==> config.mk <==
export PLATFORM = sky130hd
export DESIGN_NAME = clic_dispatch
export DESIGN_NICKNAME = d
export VERILOG_FILES = /design/src/rtl/clic_dispatch.sv
export SDC_FILE = /design/constraint.sdc
export NUM_CORES = 1
export LEC_CHECK = 0
export ABC_AREA = 1
export BUFFER_PORTS_ARGS = -buffer_cell sky130_fd_sc_hd__buf_2
export CAP_MARGIN = 20
export CORE_MARGIN = 5
export CORE_UTILIZATION = 51
export DETAILED_ROUTE_END_ITERATION = 8
export GPL_TIMING_DRIVEN = 0
export PLACE_DENSITY = 0.83
export SKIP_LAST_GASP = 1
export SLEW_MARGIN = 40
export SYNTH_ARGS = -nofsm -noshare
export SYNTH_HDL_FRONTEND = slang
export SYNTH_SLANG_ARGS = --single-unit
==> constraint.sdc <==
create_clock -name i_clk -period 2.1 [get_ports i_clk]
set_input_delay 0.105 -clock i_clk [delete_from_list [all_inputs] [get_ports i_clk]]
set_output_delay 0.105 -clock i_clk [all_outputs]
set_load 0.01 [all_outputs]
==> src/rtl/clic_dispatch.sv <==
// ---------------------------------------------------------------------------
// clic_dispatch
// Sits directly behind the CLIC priority arbiter. Decides whether the
// arbiter's winning vector preempts the running priority level, hands it to
// the core with a req/ack handshake, clears the taken vector's pending bit
// and keeps a nesting stack of preempted levels, popped on handler exit.
//
// Optional feature macro: CLIC_TAIL_CHAIN_EN
//   defined   : on an exit while IDLE, the preempt check uses the popped level,
//               so a waiting vector is requested on the same edge as the pop.
//   undefined : the preempt check always uses the registered cur_prio.
//
// Ports
//   i_clk          clock, all state on rising edge
//   i_reset        synchronous active-high reset
//   i_cand_valid   arbiter has an enabled pending winner
//   i_cand_index   winning vector index
//   i_cand_prio    winning vector priority
//   o_irq_req      interrupt request to core
//   o_irq_index    requested vector (may be upgraded while requesting)
//   o_irq_prio     requested priority
//   i_irq_ack      core takes the request
//   i_irq_exit     core leaves the current handler (1-cycle pulse)
//   o_clr_pending  1-cycle pulse, clear pending bit of o_clr_index
//   o_clr_index    vector whose pending bit is cleared
//   o_cur_prio     running priority level, 0 = no handler active
//   o_nest_depth   number of stacked levels
//   o_proto_err    sticky protocol error flag
//
// state    | meaning
// ---------+-------------------------------------------------------------
// ST_IDLE  | no request outstanding, evaluating arbiter candidate
// ST_REQ   | request presented to core, waiting for ack / withdraw
// ---------------------------------------------------------------------------

package common_pkg;
    localparam int NR_PRIO_BITS  = 3;
    localparam int NR_INDEX_BITS = 5;
endpackage

module clic_dispatch #(
    parameter int PRIO_W      = common_pkg::NR_PRIO_BITS,
    parameter int IDX_W       = common_pkg::NR_INDEX_BITS,
    parameter int STACK_DEPTH = 2**common_pkg::NR_PRIO_BITS - 1,
    parameter int DW          = $clog2(STACK_DEPTH + 1)
) (
    input  logic              i_clk,
    input  logic              i_reset,
    input  logic              i_cand_valid,
    input  logic [IDX_W-1:0]  i_cand_index,
    input  logic [PRIO_W-1:0] i_cand_prio,
    output logic              o_irq_req,
    output logic [IDX_W-1:0]  o_irq_index,
    output logic [PRIO_W-1:0] o_irq_prio,
    input  logic              i_irq_ack,
    input  logic              i_irq_exit,
    output logic              o_clr_pending,
    output logic [IDX_W-1:0]  o_clr_index,
    output logic [PRIO_W-1:0] o_cur_prio,
    output logic [DW-1:0]     o_nest_depth,
    output logic              o_proto_err
);

    localparam int             SW      = (STACK_DEPTH > 1) ? $clog2(STACK_DEPTH) : 1;
    localparam logic [DW-1:0]  LP_FULL = DW'(STACK_DEPTH);

    typedef logic [PRIO_W-1:0] prio_t;
    typedef logic [IDX_W-1:0]  index_t;

    typedef enum logic [0:0] {
        ST_IDLE = 1'b0,
        ST_REQ  = 1'b1
    } state_t;

    state_t         r_state;
    state_t         w_state_nxt;
    index_t         r_irq_index;
    index_t         w_irq_index_nxt;
    prio_t          r_irq_prio;
    prio_t          w_irq_prio_nxt;
    prio_t          r_cur_prio;
    logic [DW-1:0]  r_depth;
    prio_t          r_stack [STACK_DEPTH];
    logic           r_clr_pending;
    index_t         r_clr_index;
    logic           r_proto_err;

    logic           w_ack_take;
    logic           w_pop;
    logic           w_push;
    logic [SW-1:0]  w_push_idx;
    logic [SW-1:0]  w_pop_idx;
    prio_t          w_top;
    prio_t          w_thr;
    logic [DW-1:0]  w_room_depth;
    logic           w_preempt;
    logic           w_err_evt;

    // An ack only counts while a request is actually outstanding; when it
    // lands together with an exit the exit is dropped so push and pop never
    // collide on the same edge.
    assign w_ack_take = (r_state == ST_REQ) && i_irq_ack;
    assign w_pop      = i_irq_exit && !w_ack_take && (r_depth != '0);
    assign w_push_idx = SW'(r_depth);
    assign w_pop_idx  = SW'(r_depth - 1'b1);
    assign w_top      = r_stack[w_pop_idx];

`ifdef CLIC_TAIL_CHAIN_EN
    assign w_thr        = w_pop ? w_top : r_cur_prio;
    assign w_room_depth = w_pop ? (r_depth - 1'b1) : r_depth;
`else
    assign w_thr        = r_cur_prio;
    assign w_room_depth = r_depth;
`endif

    // Unsigned compare: a prio-0 candidate can never exceed any threshold.
    assign w_preempt = i_cand_valid && (i_cand_prio > w_thr) && (w_room_depth < LP_FULL);

    assign w_err_evt = (i_irq_ack && (r_state != ST_REQ))
                     || (i_irq_exit && (w_ack_take || (r_depth == '0)));

    always_comb begin
        w_state_nxt     = r_state;
        w_irq_index_nxt = r_irq_index;
        w_irq_prio_nxt  = r_irq_prio;
        w_push          = 1'b0;
        case (r_state)
            ST_IDLE: begin
                if (w_preempt) begin
                    w_state_nxt     = ST_REQ;
                    w_irq_index_nxt = i_cand_index;
                    w_irq_prio_nxt  = i_cand_prio;
                end
            end
            ST_REQ: begin
                if (i_irq_ack) begin
                    w_push      = 1'b1;
                    w_state_nxt = ST_IDLE;
                end else if (!i_cand_valid) begin
                    w_state_nxt = ST_IDLE;
                end else if (i_cand_prio > r_irq_prio) begin
                    w_irq_index_nxt = i_cand_index;
                    w_irq_prio_nxt  = i_cand_prio;
                end
            end
            default: begin
                w_state_nxt = ST_IDLE;
            end
        endcase
    end

    always_ff @(posedge i_clk) begin
        if (i_reset) begin
            r_state <= ST_IDLE;
        end else begin
            r_state <= w_state_nxt;
        end
    end

    always_ff @(posedge i_clk) begin
        if (i_reset) begin
            r_irq_index   <= '0;
            r_irq_prio    <= '0;
            r_cur_prio    <= '0;
            r_depth       <= '0;
            r_clr_pending <= 1'b0;
            r_clr_index   <= '0;
            r_proto_err   <= 1'b0;
            for (int k = 0; k < STACK_DEPTH; k++) begin
                r_stack[k] <= '0;
            end
        end else begin
            r_irq_index   <= w_irq_index_nxt;
            r_irq_prio    <= w_irq_prio_nxt;
            r_clr_pending <= w_push;
            if (w_push) begin
                r_stack[w_push_idx] <= r_cur_prio;
                r_cur_prio          <= r_irq_prio;
                r_depth             <= r_depth + 1'b1;
                r_clr_index         <= r_irq_index;
            end else if (w_pop) begin
                r_cur_prio <= w_top;
                r_depth    <= r_depth - 1'b1;
            end
            if (w_err_evt) begin
                r_proto_err <= 1'b1;
            end
        end
    end

    assign o_irq_req     = (r_state == ST_REQ);
    assign o_irq_index   = r_irq_index;
    assign o_irq_prio    = r_irq_prio;
    assign o_clr_pending = r_clr_pending;
    assign o_clr_index   = r_clr_index;
    assign o_cur_prio    = r_cur_prio;
    assign o_nest_depth  = r_depth;
    assign o_proto_err   = r_proto_err;

endmodule

Word-level counts from Yosys, hierarchy flattened. Memories as Yosys holds them, arrays and structs flattened. Cells that the tools add are included.

Bits in latches: 0. Memories kept: 1. RAM bits: 21. Bits in read-only memories: 0. Flip-flop bits (word level): 22. Output and inout port bits: 22.

Memory list: r_stack (words 7, bits a word 3, rd ports 1, clocked after memory_dff 0, wr ports 7, line 83) `prio_t r_stack [STACK_DEPTH];`.

Muxes and demuxes: 28. $mul: 0. Shift operators: 0. Equal/unequal tests: 4. Reductions and logical operators: 15. Order comparisons: 3. $add $sub $neg: 2. Bitwise operators: 1. Div/mod/pow operators: 0.

Operators with widths (count): 3-bit two-way mux (10); 5-bit two-way mux (4); 1-bit two-way mux (11); 5-bit case mux with 2 select lines (1); 1-bit logical AND (7); 3-bit > comparator (2); 2-bit != test (second input constant) (3); 3-bit case mux with 2 select lines (1); 4-bit AND reduction (1); 3-bit by 1-bit adder with 3-bit output (second input constant) (1); 3-bit zero test (1); 3-bit less-than comparator (second input constant) (1); 3-bit nonzero test (1); 3-bit OR reduction (1); 3-bit by 1-bit subtractor with 3-bit output (second input constant) (1); 1-bit logical OR (2); 2-bit by 1-bit != test with 1-bit output (second input constant) (1); 1-bit case mux with 2 select lines (1); 2-bit nonzero test (1); 1-bit zero test (1); 1-bit inverter (1).

Logic depth before layout (Yosys ltp).
Depth in word-level cells: 7. Mapped depth: 11. Gate-level depth less buffers: 9.

Worst setup path before layout. No wires, ideal clock.

Kind: reg2reg. Start: register r_depth[0] (netlist: o_nest_depth[0]). End: register r_cur_prio[0] (netlist: o_cur_prio[0]). Data arrival time: 1.659 ns. Setup time: 0.124 ns. Buffers on the path: 3. Stages on the path, launching flop included: 11. Data required time: 1.976 ns. Path slack: 0.317 ns. Cell sequence: dfxtp_1 > buf_4 > inv_1 > buf_2 > ha_1 > clkbuf_1 > nor2_1 > nand2_1 > nand3_1 > nand3_1 > a21oi_1.

Cells in the longest elaborated chain, start to end: 4.

RTL lines: from (decl) (line 82) `logic [DW-1:0] r_depth;`; from (signal assigned) (line 179) `r_depth <= r_depth + 1'b1;`; from (signal assigned) (line 183) `r_depth <= r_depth - 1'b1;`; 3-bit by 1-bit subtractor with 3-bit output (line 105) `assign w_pop_idx = SW'(r_depth - 1'b1);`; memory 7 x 3 bit; 3-bit two-way mux (line 181) `end else if (w_pop) begin`; 3-bit two-way mux (line 176) `if (w_push) begin`; to (signal assigned) (line 178) `r_cur_prio <= r_irq_prio;`; to (signal assigned) (line 182) `r_cur_prio <= w_top;`; to (decl) (line 81) `prio_t r_cur_prio;`.

Parallel ways exist; a longest one is shown, timed or not. The select of a mux whose other input is x is not followed. A chain may end at the register's enable or synchronous reset.

Final worst setup path.
Start: register r_depth[0] (netlist: o_nest_depth[0]). End: register r_cur_prio[2] (netlist: o_cur_prio[2]).

The elaborated chain is that of the path after synthesis.

==> impl_metrics.toml <==
[status]
outcome = "finished clean"

[clocking]
insertion_delay_ns = 0.29
path_clk_slew_ns = 0.08
cts_resized = 1
numCtsBuffers = 5
cts_tree = "yes"
cts.sinks = 46
postCtsSetupBuffers = 0
hold_buffers = 0
clockBufferDepth = 2
h-tree-depth = 2
root_buffer = "clkbuf_8"

[setup_path]
critical_path.max_stage_delay_ns = 0.38
crit_family = "buffers and inverters"
cp_num_buf_inv = 4
path_class = "reg -> reg"
critPathSlowestCell = "dfxtp_2"
r2r-start = "o_nest_depth[0]"
cp.required_ns = 2.28
crit_arrival_ns = 2.08
worst-r2r-cell-count = 9
crit_fanout = 11
r2r_slack_ns = 0.20
path_cells = "buf_4 > inv_1 > buf_2 > ha_1 > clkbuf_4 > nand3_1 > nand3_1 > nand3_1 > a21oi_1"
crit_path_end_kind = "flop"
worstReg2RegEnd = "o_cur_prio[2]"
worstSetupStartpointType = "flop"
crit_top_cell = "nand3_1"

[synthesis]
yosys-top-cells-count = "nand2_1 (68), inv_1 (49), nor2_1 (34)"
syn-cell-area_sq_mm = 0.00239
synth_cells = 300
synthFlopType = "dfxtp_1"
syn-num-nets = 322
ys_ff_latch = 46
ys_warn_count = 0
synth_area_leaders = "edfxtp_1 (26%), dfxtp_1 (21%), nand2_1 (11%), inv_1 (7.7%), nand3_1 (6.3%)"
synth_async_sr_flop_share_pct = 0
yosysMostFrequentCell = "nand2_1"
synth_top_area_cell = "edfxtp_1"
avgSynthCellArea_sq_um = 7.97
synth_enable_flop_cells = 21
synth_cell_types = 31
ys_seq_area_share_pct = 47.3
yosys.area.top_type_share_pct = 26.4

[global_routing]
grt_start_max_net_pins = 14
antenna_found_initial = 0
grt_usage_pct = 18.2
globalRouteOverflowTotal = 0
grt_pass1_vias = 1948
grt_first_pass_wirelength_microns = 8760

[placement]
place_congestion = 0.881
numPortBuffers = 33
placed_cells = 387
dp_hpwl_microns = 3980
placed_area_sq_mm = 0.00262

[floorplan]
fp-row-count = 25
io_pins = 35
core_sq_mm = 0.00463
die_area_sq_mm = 0.00616
die_w_microns = 78.5
fp.dieH_microns = 78.5
initial_core_util_pct = 51.6

[run]
drv_cap = 0

[pwr]
ir_worst_vdd_uv = 682
power_leakage_uw = 0.00129
powerDensity_mw_per_mm2 = 1090

[hold_path]
hold_class = "in -> reg"
min-delay-start = "i_cand_index[1]"
hold_path_end = "o_irq_index[1]"
holdPathStages = 3

[cells_and_area]
fillCellCount = 441
diodes = 0
areaGrowthSynthToFinish_pct = 13.3
drive_gt1_share_pct = 19.6
multi_input_area_sq_um = 988
regArea_sq_mm = 0.00113
utilization_pct = 58.5
final_cells = 395
fin_nets = 362
design_area_sq_mm = 0.00271

[routing]
wl_per_cell_microns = 13.3
vias_per_cell = 5.09
dr_total_vias = 2010
drc = 0
drtIter0Drc = 198
totalWireLength_microns = 5240
dr.pass1.iters = 4
ant_nets = 0

[timing]
finalHoldViolations = 0
setup_viol = 0
fin_hold_ws_ns = 0.0279
tightest_slew_ns = 0.523
period_share_pct = 90.6
rsz0062_at_grt = "false"
max-slew-margin-rel_pct = 64.9
slew_viol_final = 0
fin_skew_ns = 0.00299
finalCriticalPeriod_ns = 1.90
max_freq_ghz = 0.526
setup_tns_ns = 0
==> layout make-up <==
| type | count | share of cell area [%] |
|---|---|---|
| well taps | 54 | 2.49 |
| plain buffers | 9 | 2.72 |
| clock inverters | 2 | 0.323 |
| flip-flops and latches | 46 | 41.8 |
| clock buffers | 6 | 2.68 |
| multi-input cells | 192 | 36.5 |
| repair buffers | 33 | 6.09 |
| inverters | 53 | 7.43 |
==> report_power, final <==
group | internal, uW | total (uW) | switching, uW | leakage [uW]
logic | 471 | 1270 | 795 | 0.000839
clock network | 229 | 508 | 279 | 0.0000426
registers | 1070 | 1170 | 105 | 0.000413
total | 1770 | 2950 | 1180 | 0.00129
==> worst register-to-register path, cell delays in order (launching register included) <==
cell and delay (ns):
dfxtp_2 0.38, buf_4 0.18, inv_1 0.08, buf_2 0.20, ha_1 0.33, clkbuf_4 0.19
nand3_1 0.11, nand3_1 0.10, nand3_1 0.14, a21oi_1 0.07
==> cells in the final DEF, fill, tap and decap left out, types with 6 or more instances in the layout <==
cell	netlist	routed
nand2_1	68	68
inv_1	49	49
buf_2	3	36
nor2_1	34	34
nand3_1	30	30
dfxtp_1	25	24
edfxtp_1	21	21
a21oi_1	18	18
o21ai_0	9	9
ha_1	9	9
nor2_2	6	6
clkbuf_8	1	6
==> routing by layer <==
layer / vias up / wire length [microns] / track usage (%)
met4: 0 / 77 / 4.55
met2: 56 / 2600 / 31.3
li1: 1034 / - / -
met3: 7 / 314 / 4.82
met5: - / 0 / 0
met1: 913 / 2260 / 22.6
==> sequential cells by signal, summed over array words and instances (netlist names) <==
signal	cells
r_stack	24
o_clr_index	5
o_irq_index	5
o_cur_prio	3
o_irq_prio	3
o_nest_depth	3
o_clr_pending	1
o_irq_req	1
o_proto_err	1
==> worst max path at each step <==
| stage | from | end | slack [ns] | cells past startpoint |
|---|---|---|---|---|
| floorplan | o_nest_depth[0] | o_cur_prio[0] | 0.32 | 10 |
| global placement | o_nest_depth[0] | o_cur_prio[2] | 0.002 | 9 |
| detailed placement | o_nest_depth[0] | o_cur_prio[2] | -0.06 | 9 |
| CTS | o_nest_depth[0] | o_cur_prio[2] | 0.08 | 9 |
| global route | o_nest_depth[0] | o_cur_prio[0] | 0.008 | 10 |
| finish | o_nest_depth[0] | o_cur_prio[2] | 0.20 | 9 |
==> through the flow <==
| stage | worst slack, ns | total power (uW) |
|---|---|---|
| finish | 0.198 | 2950 |
| global route | 0.00838 | 3180 |
| CTS | 0.0802 | 2940 |
| detailed placement | -0.0620 | 2430 |
| global placement | 0.00206 | 2390 |
| floorplan | 0.317 | 2080 |
==> logic make-up (layout without fill, tap and decap cells) <==
kind of cell | Yosys count | count (layout) | share of synthesized area (%)
xor+xnor | 2 | 2 | 0.733
buf+inv | 62 | 103 | 11.4
fa+ha+maj | 9 | 9 | 4.71
flops | 46 | 46 | 47.3
simple gates | 149 | 149 | 28.7
compound gates | 32 | 32 | 7.17
Note: power is estimated with default switching activity, not from simulation.
